==> src/rtl/alu_decode_stage.sv <==
// Decode stage: MIPS {op,funct} -> ALU control, mem and reserved flags, buffered in a DEPTH-entry FIFO.
// Latency 1 cycle; in_ready = !full. Optional mult/div decode enabled by MULDIV_EN.
module alu_decode_stage #(
  parameter int ALUCTRL_W = 5,
  parameter int DEPTH     = 2
) (
  input  logic                 clk,
  input  logic                 rst,
  input  logic                 flush,
  input  logic                 in_valid,
  output logic                 in_ready,
  input  logic [5:0]           in_op,
  input  logic [5:0]           in_funct,
  input  logic [31:0]          in_pc,
  output logic                 out_valid,
  input  logic                 out_ready,
  output logic [ALUCTRL_W-1:0] alucontrol,
  output logic                 is_mem,
  output logic                 ri,
  output logic [31:0]          out_pc
);

  localparam int PW = (DEPTH > 1) ? $clog2(DEPTH) : 1;

  typedef struct packed {
    logic [4:0]  ctrl;
    logic        mem;
    logic        ri;
    logic [31:0] pc;
  } entry_t;

  entry_t        dec;
  entry_t        head;
  entry_t        last;
  entry_t        mem_q [DEPTH];
  logic [PW-1:0] wr_ptr;
  logic [PW-1:0] rd_ptr;
  logic [PW:0]   count;
  logic          push;
  logic          pop;

  always_comb begin
    dec      = '0;
    dec.pc   = in_pc;
    case (in_op)
      6'b000000: begin
        case (in_funct)
          6'b100100: dec.ctrl = 5'b00111;
          6'b100101: dec.ctrl = 5'b00001;
          6'b100110: dec.ctrl = 5'b00010;
          6'b100111: dec.ctrl = 5'b00011;
          6'b000000: dec.ctrl = 5'b01000;
          6'b000010: dec.ctrl = 5'b01001;
          6'b000011: dec.ctrl = 5'b01010;
          6'b000100: dec.ctrl = 5'b01011;
          6'b000110: dec.ctrl = 5'b01100;
          6'b000111: dec.ctrl = 5'b01101;
          6'b100000: dec.ctrl = 5'b10001;
          6'b100001: dec.ctrl = 5'b10010;
          6'b100010: dec.ctrl = 5'b10011;
          6'b100011: dec.ctrl = 5'b10100;
          6'b101010: dec.ctrl = 5'b10101;
          6'b101011: dec.ctrl = 5'b10110;
          6'b001000, 6'b001001, 6'b001100, 6'b001101: dec.ctrl = 5'b00000;
`ifdef MULDIV_EN
          6'b011000: dec.ctrl = 5'b11000;
          6'b011001: dec.ctrl = 5'b11001;
          6'b011010: dec.ctrl = 5'b11010;
          6'b011011: dec.ctrl = 5'b11011;
          6'b010000: dec.ctrl = 5'b11100;
          6'b010010: dec.ctrl = 5'b11101;
          6'b010001: dec.ctrl = 5'b11110;
          6'b010011: dec.ctrl = 5'b11111;
`endif
          default:   dec.ri   = 1'b1;
        endcase
      end
      6'b001100: dec.ctrl = 5'b00111;
      6'b001110: dec.ctrl = 5'b00010;
      6'b001111: dec.ctrl = 5'b00100;
      6'b001101: dec.ctrl = 5'b00001;
      6'b001000: dec.ctrl = 5'b10001;
      6'b001001: dec.ctrl = 5'b10010;
      6'b001010: dec.ctrl = 5'b10101;
      6'b001011: dec.ctrl = 5'b10110;
      6'b100000, 6'b100100, 6'b100001, 6'b100101,
      6'b100011, 6'b101000, 6'b101001, 6'b101011: begin
        dec.ctrl = 5'b10000;
        dec.mem  = 1'b1;
      end
      6'b000001, 6'b000010, 6'b000011, 6'b000100,
      6'b000101, 6'b000110, 6'b000111: dec.ctrl = 5'b00000;
      default: dec.ri = 1'b1;
    endcase
  end

  assign in_ready  = (count != (PW+1)'(DEPTH));
  assign out_valid = (count != '0);
  assign push      = in_valid & in_ready & ~flush;
  assign pop       = out_valid & out_ready & ~flush;

  // Storage needs no reset: while empty the outputs come from 'last'.
  always_ff @(posedge clk) begin
    if (push) mem_q[wr_ptr] <= dec;
  end

  always_ff @(posedge clk or posedge rst) begin
    if (rst) begin
      wr_ptr <= '0;
      rd_ptr <= '0;
      count  <= '0;
      last   <= '0;
    end else if (flush) begin
      wr_ptr <= '0;
      rd_ptr <= '0;
      count  <= '0;
      last   <= '0;
    end else begin
      if (push) wr_ptr <= wr_ptr + PW'(1);
      if (pop) begin
        rd_ptr <= rd_ptr + PW'(1);
        last   <= mem_q[rd_ptr];
      end
      case ({push, pop})
        2'b10:   count <= count + (PW+1)'(1);
        2'b01:   count <= count - (PW+1)'(1);
        default: count <= count;
      endcase
    end
  end

  assign head       = out_valid ? mem_q[rd_ptr] : last;
  assign alucontrol = ALUCTRL_W'(head.ctrl);
  assign is_mem     = head.mem;
  assign ri         = head.ri;
  assign out_pc     = head.pc;

endmodule

==> config.mk <==
export PLATFORM = sky130hd
export DESIGN_NAME = alu_decode_stage
export DESIGN_NICKNAME = d
export VERILOG_FILES = /design/src/rtl/alu_decode_stage.sv
export SDC_FILE = /design/constraint.sdc
export NUM_CORES = 1
export LEC_CHECK = 0
export ABC_AREA = 0
export BUFFER_PORTS_ARGS = -buffer_cell sky130_fd_sc_hd__buf_4
export CORE_MARGIN = 8
export CORE_UTILIZATION = 50
export DETAILED_ROUTE_END_ITERATION = 10
export PLACE_DENSITY_LB_ADDON = 0.3
export SYNTH_ARGS = -nofsm -noshare
export SYNTH_HDL_FRONTEND = slang
export SYNTH_SLANG_ARGS = --single-unit
==> constraint.sdc <==
create_clock -name clk -period 7.42 [get_ports clk]
set_clock_uncertainty 0.15 [all_clocks]
set_input_delay 1.113 -clock clk [delete_from_list [all_inputs] [get_ports clk]]
set_output_delay 1.113 -clock clk [all_outputs]
set_load 0.03 [all_outputs]
==> results of run 1 <==
==> worst max-delay path, stage by stage (launching register included) <==
cell and delay, ps:
dfrtp_1 400, nor2_1 90, inv_2 480, buf_4 520, nor2_1 80, a21oi_1 200
buf_4 210
==> cell families (layout without fill, tap and decap cells) <==
| kind of cell | Yosys count | count (layout) | synth area share (%) |
|---|---|---|---|
| compound gates | 108 | 108 | 11.93 |
| buf+inv | 33 | 132 | 2.805 |
| flops | 121 | 121 | 66.65 |
| mux | 41 | 41 | 8.026 |
| xor+xnor | 5 | 5 | 0.8540 |
| simple gates | 113 | 113 | 9.734 |
==> routing by layer <==
| metal | up-vias | global-route usage, % | part of all wire [%] |
|---|---|---|---|
| li1 | 1683 | - | - |
| met1 | 1681 | 21.11 | 42 |
| met2 | 103 | 27.95 | 51 |
| met3 | 10 | 5.593 | 5.8 |
| met4 | 0 | 6.997 | 1.1 |
| met5 | - | 0 | 0 |
==> per-stage QoR <==
stage | util, % | power [mW] | instance area, sq um | setup slack (ps)
finish | 63.79 | 1.815 | 6467 | 3650
global route | 63.79 | 1.887 | 6467 | 3480
CTS | 63.79 | 1.832 | 6467 | 3624
detailed placement | 58.25 | 1.059 | 5906 | 4159
global placement | 58.25 | 1.054 | 5906 | 4204
floorplan | - | 0.9532 | 5129 | 2610
==> power breakdown <==
part           internal [mW]  switching [mW]  total [mW]
sequential             0.754          0.0120       0.766
clock                  0.484           0.287       0.771
combinational         0.0983           0.179       0.278
==> worst min path at each step <==
stage / from / endpoint / cells after the start / slack, ps
after floorplan: last[0] / last[0] / 2 / 300
after global placement: last[5] / last[5] / 2 / 310
after detailed placement: last[15] / last[15] / 2 / 320
after CTS: last[2] / last[2] / 2 / 330
after global routing: last[2] / last[2] / 2 / 360
final: last[2] / last[2] / 2 / 330
==> area by class of cell <==
type | count | area share (%)
well taps | 136 | 2.631
flip-flops and latches | 121 | 52.87
clock buffers | 20 | 6.732
repair buffers | 94 | 10.91
multi-input cells | 267 | 24.55
clock inverters | 12 | 1.954
inverters | 6 | 0.3482
==> state kept, by name, indices dropped and copies added, names as in the netlist <==
name	count
count	2
rd_ptr	1
wr_ptr	1
mem_q	78
last	39
==> cells in the final DEF (no fill, tap or decap), drive strengths merged, types with 2 or more instances in the layout <==
cell,netlist,final
mux2i,40,40
edfxtp,78,78
nand2b,5,5
o22ai,2,2
clkbuf,16,20
clkinvlp,0,5
o32a,2,2
nor2,49,49
buf,11,94
xor2,2,2
dfrtp,43,43
nor3b,2,2
xnor2,3,3
clkinv,0,4
a21oi,48,48
inv,6,7
or2,2,2
a211oi,2,2
nand2,45,45
bufinv,0,2
o21ai,43,43
nor2b,5,5
==> impl_metrics.json, run 1 <==
{
  "die_y_microns": 117.3,
  "synth_top_flop_cell": "edfxtp_1",
  "r2r-start": "count[1]",
  "synth_cell_types": 42,
  "drc": 0,
  "grt_overflow_total": 0,
  "ys_ff_latch": 121,
  "max_cap_violations": 0,
  "hold_ws_ps": 327.6,
  "fin_cells": 656,
  "required_ps": 6160,
  "multiInputGateArea_sq_um": 1588,
  "core-area_sq_um": 10140,
  "clock-sinks": 121,
  "area_delta_synth_final_pct": 26.10,
  "slew_headroom_pct": 24.15,
  "status": "complete, no violations",
  "hold_viol": 0,
  "synth_top_area_share_pct": 45.67,
  "post-synth-top-count-cell": "edfxtp_1",
  "worst-r2r-setup-slack_ps": 4530,
  "synth_top_area_cell": "edfxtp_1",
  "clk_pin_slew_ps": 60,
  "core.rowCount": 37,
  "grt_pass1_vias": 3691,
  "h-tree-depth": 4,
  "postRouteAntennaNets": 0,
  "synth_area_sq_um": 5129,
  "timing.rr.end": "last[0]",
  "die_w_microns": 117.3,
  "powerDensity_nw_per_um2": 280.6,
  "syn_nets": 470,
  "drt-vias-per-instance": 5.300,
  "hold_path.class": "flip-flop to flip-flop",
  "setup_tns_ps": 0,
  "finalCriticalPeriod_ps": 3770,
  "grt_max_degree": 45,
  "clock-root-buffer": "clkbuf_8",
  "first_pass_iters": 5,
  "wirelength_microns": 11180,
  "yosysSeqAreaShare_pct": 66.65,
  "nFillCells": 787,
  "vdd_drop_max_v": 0.0002514,
  "postCtsResizedCells": 0,
  "cts_tree": "done",
  "cts_buffers": 17,
  "first_iter_violations": 308,
  "io_pins": 90,
  "netlist_top_cells_count": "edfxtp_1, nor2_1, a21oi_1",
  "fin_nets": 556,
  "post_cts_buffers": 0,
  "critPathLaunchType": "flip-flop",
  "ff2ff_path_depth": 7,
  "avgSynthCellArea_sq_um": 12.18,
  "drv_slew": 0,
  "worstPathMaxFanout": 44,
  "finalCritPeriodShare_pct": 50.81,
  "diodes": 0,
  "p_leak_nw": 2.532,
  "initial_core_util_pct": 50.59,
  "setup_viol": 0,
  "worst_pin_slew_ps": 1135,
  "finalWeightedCongestion": 0.7291,
  "dp_hpwl_microns": 7118,
  "path_class": "flip-flop to output pin",
  "synthCells": 421,
  "placed_cells": 624,
  "clockBufferDepth": 2,
  "rsz0062_at_grt": "no",
  "critPathCaptureType": "output pin",
  "synth_edf_count": 78,
  "grt_pass1_wl_microns": 17970,
  "netlist_top_cells_area": "edfxtp_1, dfrtp_1, mux2i_1",
  "max_freq_mhz": 265.2,
  "async_flop_share_pct": 35.54,
  "final_layout_size_suffix_gt1_share_pct": 26.35,
  "grt.total_usage_pct": 17.33,
  "ys_warn_count": 0,
  "endpoint": "alucontrol[0]",
  "clkLatencyLatePin_ps": 510,
  "die_area_sq_um": 13750,
  "port-buffer-count": 89,
  "cp-startpoint": "count[1]",
  "worstPathArrival_ps": 2510,
  "wire_per_inst_microns": 17.04,
  "via_count": 3477,
  "antenna_found_initial": 0,
  "holdBufCountCts": 0,
  "regArea_sq_um": 3420
}
Power figures use the tool's default switching activity.
==> run 2: changes to the inputs <==
clock period = 3.7 ns   (was 7.42 ns; I/O delays follow)
==> impl_metrics.json, run 2 (synthesis gave the netlist of run 1 again) <==
{
  "status": "complete, no violations",
  "crit_slowest_cell": "inv_2",
  "grt_pass1_wl_microns": 18270,
  "utilization_pct": 64.67,
  "cts_buffers": 17,
  "critPathLaunchType": "flip-flop",
  "wirelength_microns": 11720,
  "clkPwrFrac_pct": 44.7,
  "drt-vias-per-instance": 5.338,
  "die_y_microns": 117.3,
  "drc": 0,
  "rsz0062_at_grt": "no",
  "area_delta_synth_final_pct": 27.84,
  "max_cap_violations": 0,
  "nFillCells": 735,
  "worstPathArrival_ps": 2480,
  "wire_per_inst_microns": 17.87,
  "clkLatencyLatePin_ps": 500,
  "met2_usage_pct": 28.71,
  "crit_chain": "nor2_1 > inv_2 > buf_4 > nor2_1 > a21oi_1 > buf_4",
  "grt_max_degree": 59,
  "fin_ws_ps": 512.1,
  "reg_top3": "mem_q: 78 flops, last: 39 flops, count: 2 flops",
  "mostFrequentLayoutCell": "buf_4",
  "fin_nets": 557,
  "grt_overflow_total": 0,
  "postRouteAntennaNets": 0,
  "hold_viol": 0,
  "crit_path_max_incr_delay_ps": 700,
  "core-area_sq_um": 10140,
  "clk_pin_slew_ps": 60,
  "seq_power_share_pct": 40.4,
  "die_area_sq_um": 13750,
  "finalCritPeriodShare_pct": 86.16,
  "via_count": 3502,
  "r2r-start": "count[1]",
  "met1_usage_pct": 21.68,
  "largest_register": "mem_q",
  "path_class": "flip-flop to output pin",
  "worstPathMaxFanout": 58,
  "grt_util_met3_pct": 5.695,
  "dp_hpwl_microns": 7337,
  "setup_tns_ps": 0,
  "placed_cell_area_sq_um": 5938,
  "top_usage_layer": "met2",
  "grt_pass1_vias": 3651,
  "hp-start": "in_pc[14]",
  "clock-sinks": 121,
  "max_freq_mhz": 313.7,
  "p_switching_uw": 944.1,
  "ff2ff_path_depth": 5,
  "diodes": 0,
  "first_iter_violations": 212,
  "core.rowCount": 37,
  "port-buffer-count": 89,
  "p_leak_nw": 2.594,
  "initial_core_util_pct": 50.59,
  "switching_share_pct": 24.76,
  "cp-startpoint": "count[1]",
  "postCtsResizedCells": 0,
  "design_area_sq_um": 6556,
  "cts_tree": "done",
  "io_pins": 90,
  "powerDensity_nw_per_um2": 581.7,
  "clock-root-buffer": "clkbuf_8",
  "p_int_mw": 2.870,
  "h-tree-depth": 4,
  "whs_path_depth": 1,
  "slew_headroom_pct": 18.37,
  "post_cts_buffers": 0,
  "finalCriticalPeriod_ps": 3188,
  "p_comb_share_pct": 14.9,
  "clockBufferDepth": 2,
  "setup_viol": 0,
  "antenna_found_initial": 0,
  "largest_reg_flops": 78,
  "vdd_drop_max_v": 0.0003074,
  "layout_common_cells": "buf_4, edfxtp_1, nor2_1, a21oi_1, nand2_1",
  "final_layout_size_suffix_gt1_share_pct": 26.54,
  "hold_path.class": "input port to flip-flop",
  "die_w_microns": 117.3,
  "finalWeightedCongestion": 0.7958,
  "pre_cts_ws_ps": 897.9,
  "grt.total_usage_pct": 17.74,
  "worst_pin_slew_ps": 1225,
  "critPathCaptureType": "output pin",
  "holdBufCountCts": 0,
  "drv_slew": 0,
  "first_pass_iters": 4,
  "required_ps": 2990
}
## run 2: cell types whose count changed in the layout (fill, tap and decap cells not counted), sizes merged
| cell | delta |
|---|---|
| bufinv | +2 |
| clkinv | +1 |
| clkinvlp | -5 |
| clkbuf | +2 |
| buf | +1 |
| inv | -1 |
## run 2: path summary, 6_finish.rpt
check | to | slack, ps
max in group asynchronous | rd_ptr | 2620
hold / removal | mem_q[1][14] | 80
setup / recovery | out_pc[17] | 510
min in group asynchronous | last[18] | 120
setup reg to reg | last[26] | 790
hold reg to reg | last[4] | 330
## run 2: power by group through the flow
stage	combinational, mW	sequential, mW	clock (mW)
4_1_cts	0.574	1.54	1.72
3_5_place_dp	0.568	1.56	0
5_1_grt	0.616	1.54	1.78
6_report	0.568	1.54	1.71
2_1_floorplan	0.355	1.56	0
3_3_place_gp	0.557	1.56	0
## run 2: per-stage QoR
step	hold WS, ps	std cells	total power [mW]
floorplan	300.5	421	1.911
detailed placement	321.1	625	2.131
finish	81.39	656	3.814
CTS	56.50	656	3.839
global route	57.36	656	3.936
global placement	312.8	625	2.117
## run 2: cell type report
| cell class | count | area (sq um) | area share (%) |
|---|---|---|---|
| Sequential cell | 121 | 3420 | 52.16 |
| Multi-Input combinational cell | 267 | 1600 | 24.41 |
| Timing Repair Buffer | 95 | 725.7 | 11.07 |
| Clock buffer | 22 | 473.0 | 7.214 |
| Tap cell | 136 | 170.2 | 2.595 |
| Clock inverter | 9 | 145.1 | 2.214 |
| Inverter | 6 | 22.52 | 0.3435 |
## run 2: routing by layer
metal  wire length, microns  part of all wire [%]  up-vias
li1                       -                     -     1685
met1                   5103                    44     1710
met2                   5872                    50       99
met3                    622                   5.3        8
met4                    123                   1.0        0
met5                      0                     0        -
## run 2: critical path, delay by kind of cell (launching register included)
| kind | cells | cell delay, ps |
|---|---|---|
| buf+inv | 3 | 1280 |
| flops | 1 | 400 |
| simple gates | 2 | 160 |
| compound gates | 1 | 140 |
==> run 3: changes to the inputs <==
REMOVE_ABC_BUFFERS = 1   (was default)
SLEW_MARGIN = 30   (was default)
==> impl_metrics.json, run 3 (synthesis gave the netlist of run 1 again) <==
{
  "clock-sinks": 121,
  "regArea_sq_um": 3420,
  "io_pins": 90,
  "wire_per_inst_microns": 17.07,
  "core.rowCount": 37,
  "max_freq_mhz": 296.7,
  "clk_pin_slew_ps": 60,
  "finalCriticalPeriod_ps": 3371,
  "first_pass_iters": 5,
  "initial_core_util_pct": 50.59,
  "fin_cells": 658,
  "cts_buffers": 17,
  "dp_hpwl_microns": 7276,
  "slew_headroom_pct": 46.50,
  "reg_top3": "mem_q: 78 flops, last: 39 flops, count: 2 flops",
  "design_area_sq_um": 6560,
  "critPathLaunchType": "flip-flop",
  "clkLatencyLatePin_ps": 500,
  "grt_pass1_wl_microns": 17970,
  "fin_ws_ps": 329.5,
  "rsz0062_at_grt": "no",
  "vdd_drop_max_v": 0.0003871,
  "die_area_sq_um": 13750,
  "path_class": "flip-flop to output pin",
  "mostFrequentLayoutCell": "buf_4",
  "holdBufCountCts": 0,
  "via_count": 3535,
  "worstPathArrival_ps": 2670,
  "die_w_microns": 117.3,
  "area_delta_synth_final_pct": 27.91,
  "worst_pin_slew_ps": 801.6,
  "final_layout_size_suffix_gt1_share_pct": 26.63,
  "placed_cell_area_sq_um": 5933,
  "grt_max_degree": 61,
  "postCtsResizedCells": 0,
  "finalWeightedCongestion": 0.7737,
  "hold_viol": 0,
  "required_ps": 2990,
  "drt-vias-per-instance": 5.372,
  "finalPower_mw": 3.815,
  "setup_viol": 0,
  "setup_tns_ps": 0,
  "hold_path.class": "input port to asynchronous set/reset pin",
  "utilization_pct": 64.70,
  "max_cap_violations": 0,
  "postRouteAntennaNets": 0,
  "multiInputGateArea_sq_um": 1588,
  "cts_tree": "done",
  "core-area_sq_um": 10140,
  "die_y_microns": 117.3,
  "hold_ws_ps": 33.65,
  "diodes": 0,
  "pre_cts_ws_ps": 990.5,
  "critPathCaptureType": "output pin",
  "layout_common_cells": "buf_4, edfxtp_1, nor2_1, a21oi_1, nand2_1",
  "finalCritPeriodShare_pct": 91.10,
  "worstPathMaxFanout": 60,
  "h-tree-depth": 4,
  "p_leak_nw": 2.572,
  "fin_nets": 558,
  "nFillCells": 766,
  "status": "complete, no violations",
  "clock-root-buffer": "clkbuf_8",
  "drc": 0,
  "largest_register": "mem_q",
  "post_cts_buffers": 0,
  "largest_reg_flops": 78,
  "grt_pass1_vias": 3719,
  "port-buffer-count": 89,
  "placed_cells": 626,
  "antenna_found_initial": 0,
  "first_iter_violations": 217,
  "wirelength_microns": 11230,
  "powerDensity_nw_per_um2": 581.6,
  "grt_overflow_total": 0,
  "drv_slew": 0,
  "clockBufferDepth": 2,
  "grt.total_usage_pct": 17.23
}
## run 3: layout make-up
class                      instances  share of cell area, %
inverter                           6                 0.3815
sequential                       121                  52.13
multi-input combinational        267                  24.20
tap                              136                  2.594
clock buffer                      19                  6.428
clock inverter                    13                  3.090
timing repair buffer              96                  11.18
## run 3: layer usage
layer	share of wire [%]	vias to the layer above	wire length, microns	global-route usage, %
met5	0	-	0	0
met4	1.1	0	123	6.826
met3	6.2	12	700	4.874
met2	51	106	5780	29.13
met1	41	1731	4624	20.33
li1	-	1686	-	-
## run 3: path summary, 6_finish.rpt
kind / startpoint / to / slack [ps] / cells past startpoint
hold / removal: rst / last[30] / 30 / 2
hold reg to reg: last[24] / last[24] / 330 / 2
max in group asynchronous: rst / rd_ptr / 2840 / 2
min in group clk: in_pc[20] / mem_q[1][20] / 90 / 1
setup reg to reg: count[1] / last[0] / 710 / 6
setup / recovery: count[1] / out_pc[31] / 330 / 6
## run 3: where the power goes
group	total, mW	switching [mW]	internal [mW]
registers	1.55	0.0343	1.51
logic	0.555	0.353	0.202
clock network	1.71	0.558	1.16
## run 3: critical path, cell delays in order (launching register included)
cell and delay [ps]:
dfrtp_1 420, nor2_1 210, clkinv_2 660, buf_4 490, nor2_1 130, a21oi_1 60
buf_4 180
